<file path="src/rtl/imem_ctrl.sv">
// Instruction-memory controller: fetch pass-through in RUN, little-endian byte-stream loader otherwise.
// Optional byte checksum accumulator enabled by defining IMEM_CTRL_CHECKSUM_EN.
module imem_ctrl #(
    parameter int unsigned ADDR_W    = 12,
    parameter logic [31:0] NOP_INSTR = 32'h0000_0013
) (
    input  logic              clk_i,
    input  logic              rst_ni,
    input  logic [31:0]       fetch_addr_i,
    output logic [31:0]       fetch_instr_o,
    output logic [ADDR_W-1:0] mem_addr_o,
    input  logic [31:0]       mem_rdata_i,
    output logic [31:0]       mem_wdata_o,
    output logic              mem_we_o,
    input  logic              ld_start_i,
    input  logic              ld_valid_i,
    input  logic [7:0]        ld_data_i,
    input  logic              ld_last_i,
    output logic              ld_ready_o,
    output logic              ld_busy_o,
    output logic              ld_done_o,
    output logic              ld_err_o,
    output logic [ADDR_W:0]   ld_words_o,
    output logic [7:0]        ld_sum_o,
    output logic              core_rst_no
);

    typedef enum logic [1:0] {S_RUN, S_LOAD, S_WRITE, S_DONE} state_t;

    localparam logic [ADDR_W:0] WORDS_FULL = {1'b1, {ADDR_W{1'b0}}};

    state_t            r_state;
    state_t            w_next;
    logic [ADDR_W-1:0] r_wptr;
    logic [1:0]        r_bidx;
    logic [31:0]       r_word;
    logic [31:0]       w_word_nxt;
    logic              r_last;
    logic [ADDR_W:0]   r_words;
    logic              r_err;
    logic              r_core_rst_n;
    logic              w_accept;
    logic              w_ovf;
    logic              w_unused;

    assign w_unused = ^{fetch_addr_i[31:ADDR_W+2], fetch_addr_i[1:0]};
    assign w_ovf    = (r_words == WORDS_FULL);

    // A new word starts from zero so a short final word has zero upper bytes.
    always_comb begin
        w_word_nxt = (r_bidx == 2'd0) ? '0 : r_word;
        w_word_nxt[{r_bidx, 3'b000} +: 8] = ld_data_i;
    end

    always_comb begin
        w_next   = r_state;
        w_accept = 1'b0;
        case (r_state)
            S_RUN: begin
                if (ld_start_i) w_next = S_LOAD;
            end
            S_LOAD: begin
                w_accept = ld_valid_i;
                if (ld_valid_i) begin
                    if (w_ovf) begin
                        if (ld_last_i) w_next = S_DONE;
                    end else if (r_bidx == 2'd3 || ld_last_i) begin
                        w_next = S_WRITE;
                    end
                end
            end
            S_WRITE: w_next = r_last ? S_DONE : S_LOAD;
            S_DONE:  w_next = S_RUN;
            default: w_next = S_RUN;
        endcase
    end

    always_ff @(posedge clk_i or negedge rst_ni) begin
        if (!rst_ni) begin
            r_state      <= S_RUN;
            r_wptr       <= '0;
            r_bidx       <= '0;
            r_word       <= '0;
            r_last       <= 1'b0;
            r_words      <= '0;
            r_err        <= 1'b0;
            r_core_rst_n <= 1'b0;
        end else begin
            r_state      <= w_next;
            r_core_rst_n <= (w_next == S_RUN);
            case (r_state)
                S_RUN: begin
                    if (ld_start_i) begin
                        r_wptr  <= '0;
                        r_bidx  <= '0;
                        r_words <= '0;
                        r_err   <= 1'b0;
                        r_last  <= 1'b0;
                    end
                end
                S_LOAD: begin
                    if (w_accept) begin
                        if (w_ovf) begin
                            r_err <= 1'b1;
                        end else begin
                            r_word <= w_word_nxt;
                            r_bidx <= r_bidx + 2'd1;
                            r_last <= ld_last_i;
                        end
                    end
                end
                S_WRITE: begin
                    r_wptr  <= r_wptr + 1'b1;
                    r_words <= r_words + 1'b1;
                    r_bidx  <= '0;
                end
                default: ;
            endcase
        end
    end

`ifdef IMEM_CTRL_CHECKSUM_EN
    logic [7:0] r_sum;

    always_ff @(posedge clk_i or negedge rst_ni) begin
        if (!rst_ni) begin
            r_sum <= '0;
        end else if (r_state == S_RUN && ld_start_i) begin
            r_sum <= '0;
        end else if (w_accept) begin
            r_sum <= r_sum + ld_data_i;
        end
    end

    assign ld_sum_o = r_sum;
`else
    assign ld_sum_o = '0;
`endif

    assign mem_addr_o    = (r_state == S_WRITE) ? r_wptr : fetch_addr_i[ADDR_W+1:2];
    assign mem_wdata_o   = r_word;
    assign mem_we_o      = (r_state == S_WRITE);
    assign fetch_instr_o = (r_state == S_RUN) ? mem_rdata_i : NOP_INSTR;
    assign ld_ready_o    = (r_state == S_LOAD);
    assign ld_busy_o     = (r_state != S_RUN);
    assign ld_done_o     = (r_state == S_DONE);
    assign ld_err_o      = r_err;
    assign ld_words_o    = r_words;
    assign core_rst_no   = r_core_rst_n;

endmodule

</file>
<file path="config.mk">
export PLATFORM = sky130hd
export DESIGN_NAME = imem_ctrl
export DESIGN_NICKNAME = d
export VERILOG_FILES = /design/src/rtl/imem_ctrl.sv
export SDC_FILE = /design/constraint.sdc
export NUM_CORES = 1
export LEC_CHECK = 0
export ABC_AREA = 0
export BUFFER_PORTS_ARGS = -buffer_cell sky130_fd_sc_hd__buf_2
export CELL_PAD_IN_SITES_DETAIL_PLACEMENT = 0
export CELL_PAD_IN_SITES_GLOBAL_PLACEMENT = 1
export CORE_UTILIZATION = 35
export CTS_CLUSTER_SIZE = 28
export DETAILED_ROUTE_END_ITERATION = 6
export PLACE_DENSITY = 0.92
export SLEW_MARGIN = 15
export SYNTH_ARGS = -nofsm -noshare
export SYNTH_HDL_FRONTEND = slang
export SYNTH_SLANG_ARGS = --single-unit
</file>
<file path="constraint.sdc">
create_clock -name clk_i -period 5 [get_ports clk_i]
set_clock_uncertainty 0.05 [all_clocks]
set_input_delay 0 -clock clk_i [delete_from_list [all_inputs] [get_ports clk_i]]
set_output_delay 0 -clock clk_i [all_outputs]
set_load 0.01 [all_outputs]
</file>
==> impl_results.md <==
- Fmax: 392 MHz
- Core area: 9860 µm²
- Layout cells sized above 1: between 30% and 40%
- Nets: roughly 650
- RSZ-0062 raised after global routing: false
- Worst Tran Pin Value: 0.930 ns
- Leading area contributor after synthesis: dfrtp_1
- WP data required: 5.17 ns
- Total GRT Usage: ~18%
- Drt pass-1 iters: 4
- CP delay by family, top: simple AND/OR/NAND/NOR gates
- Startpoint Class: flop
- Synth top area share: 44.6%
- Vias per inst: 4.79
- Crit Path Class: flop to flop
- Post-synth ARST share: 100%
- Synth Area in Compound Gates: 9.97%
- Synth Area in XOR/XNOR: 0%
- Cell Pwr Density: 418 nW/µm²
- Count of non-filler cells in the finished layout: 707
- TritonCTS Buffers: 9
- Post-synthesis sequential area ratio: 44.6%
- Post_cts resized: 0
- Post-layout power: 0.00197 W
- Starting Density: a little over a third
- Initial antenna violation count: 0
- Synthesized area: roughly 3600 µm²
- Final slew viol count: 0
- Post-Synth Adder-Cell Area: 2.79%
- Antenna viol nets, final: 0
- DIE AREA: 10700 µm²
- Hold Fails Final Rpt: 0
- Seq cells post-synth: 64
- Static Leak: 2.42 nW
- Crit path cell chain: nor2_2 -> nand2_1 -> a311o_1
- Status: complete, no violations
- Setup TNS: 0 ns
- Top_reg_cell synth: dfrtp_1
- Multiplexer area fraction after synthesis: 5.86%
- Number of global-route vias before repair: 2878
- Worst stage delay on the critical path: 0.74 ns
- Final Cycle Share: 51.0%
- Number of synthesized flops with an enable pin: 0
- Rel. slew slack: 37.5%
- Skew-Pair Late Insertion Delay: between 0.3 and 0.4 ns
- Library cells used by synthesis: 50
- Mean post-synth cell area: 8.71 µm²
- Met1 Usage GRT: 25.6%
- Clock tree sinks: 64
- Worst Setup End Kind: flop
- Max-Cap Viols: 0
- Global placement routability congestion: 0.865
- GR peak layer: met2
- Vias: 3389
- Post-DR wirelength/cell: 13.6 µm
- Met2 usage: 27.0%
- Die W: 103 µm
- WP data arrival: about 2.7 ns
- Total gr overflow: 0
- Tmin final: 2.55 ns
- Buffers plus inverters on the worst setup path: 0
- Inst Count DP: 680
- Peak VDD IR: 175 µV
- DP HPWL: 6930 µm
- Largest family of logic cells by synthesized area: simple AND/OR/NAND/NOR gates
- Worst Hold Class: primary input to flop
- Largest net degree at the start of global routing: 65
- Ant diodes: 0
- Row cnt: 36
- Global-route wire length before repair: 14600 µm
- Die H: 103 µm
- Cells taking the most area after synthesis: dfrtp_1, nand2_1, mux2i_1, and2_1, o21ai_0
- Area grow syn2layout: 31.5%
- CTS root buf: clkbuf_8
- Worst-path clk slew: approximately 0.08 ns
- # setup viols final: 0
- Met3 Use GR: 4.77%
- Synth Instances: 412
- CP max stage cell: nor2_2
- Clock buffer depth: 2
- Drt first-iter violations: 162
- I/O Pins: 180
- CTS tree: done
- Port bufs: 151
- H-tree levels: 3
- DRC: 0
- WL final: 9610 µm
- Post-Synth Simple-Gate Area: around 30%
- CP Max Fanout: 32
- Synth Warn #: 0
tightest hold or removal path, stage by stage:
cell	delay, ns
buf_2	0.10
o21ba_2	0.26
nor2_1	0.07
placed cells by master (no fill, tap or decap), types with 3 or more instances in the layout:
| master | n |
|---|---|
| nor2_1 | 7 |
| inv_1 | 22 |
| clkbuf_8 | 10 |
| nand2_1 | 114 |
| o21ai_0 | 37 |
| mux2i_1 | 21 |
| nor3_1 | 3 |
| nor4_1 | 4 |
| and2_1 | 30 |
| conb_1 | 8 |
| dlygate4sd3_1 | 11 |
| dfrtp_1 | 64 |
| ha_1 | 8 |
| nand2b_1 | 4 |
| buf_2 | 151 |
| nand3_1 | 16 |
| a31oi_1 | 3 |
| or3_1 | 4 |
| nand4_1 | 5 |
| and3_1 | 6 |
kinds of logic after synthesis:
logic type | Yosys count
AND/OR/NAND/NOR | 211
flip-flops | 64
AO/OA/AOI/OAI | 59
buffers and inverters | 48
multiplexers | 21
adder cells (fa/ha/maj) | 8
other | 1
path summary, 6_finish.rpt:
check                                     start         endpoint  slack, ns  cells past startpoint
worst max-delay path                 r_state[0]           r_last       2.45                      3
worst min-delay path                 ld_start_i      core_rst_no       0.08                      3
worst max register to register       r_state[0]           r_last       2.45                      3
worst min register to register  mem_wdata_o[26]  mem_wdata_o[26]       0.43                      2
max in group asynchronous                rst_ni    ld_words_o[1]       4.06                      3
min in group asynchronous                rst_ni  mem_wdata_o[18]       0.30                      3
cells in the mapped netlist (all sizes together) (6+ instances only):
cell type and n:
nand4 6, nand3 16, nor2 8, mux2i 21
ha 8, inv 23, o21ai 37, dfrtp 64
clkbuf 8, and3 8, and2 30, nand2 114
buf 17
final cells by class:
type / count / area, µm²
fill: 954 / 5150
clock buffer: 10 / 138
timing repair buffer: 164 / 881
inverter: 23 / 86.3
clock inverter: 6 / 67.6
sequential: 64 / 1600
multi-input combinational: 307 / 1780
tap: 133 / 166
state kept, by name (all words and copies together), names as in the netlist:
name         cells
ld_err_o         1
r_state          2
r_bidx           2
ld_words_o      13
r_wptr          12
r_last           1
core_rst_no      1
mem_wdata_o     32
metrics by stage:
step / util (%) / worst slack [ns] / instance area (µm²) / hold slack [ns]
detailed placement: 44.6 / 1.90 / 4400 / 0.188
global route: 47.8 / 2.25 / 4720 / 0.0797
finish: 47.8 / 2.45 / 4720 / 0.0830
global placement: 44.6 / 2.16 / 4400 / 0.179
CTS: 47.8 / 1.88 / 4710 / 0.0652
floorplan: - / 3.14 / 3610 / -0.346
timing repair:
action                                 in CTS  in global routing
hold buffers                               11                  0
setup buffers                               0                  0
endpoints found under the hold margin      99                  0
report_power, final:
group / leakage, nW / internal [W] / switching, W / total, W
combinational: 1.44 / 0.000330 / 0.000489 / 0.000819
clock: 0.0989 / 0.000245 / 0.000216 / 0.000461
sequential: 0.881 / 0.000598 / 0.0000928 / 0.000691
total: 2.42 / 0.00117 / 0.000798 / 0.00197
routing by layer:
layer | vias to the layer above | share of wire [%]
li1 | 1692 | -
met1 | 1597 | 48
met2 | 95 | 47
met4 | 0 | 0.39
met5 | - | 0
met3 | 5 | 5.1
No activity file was read; power rests on OpenSTA's default activity.
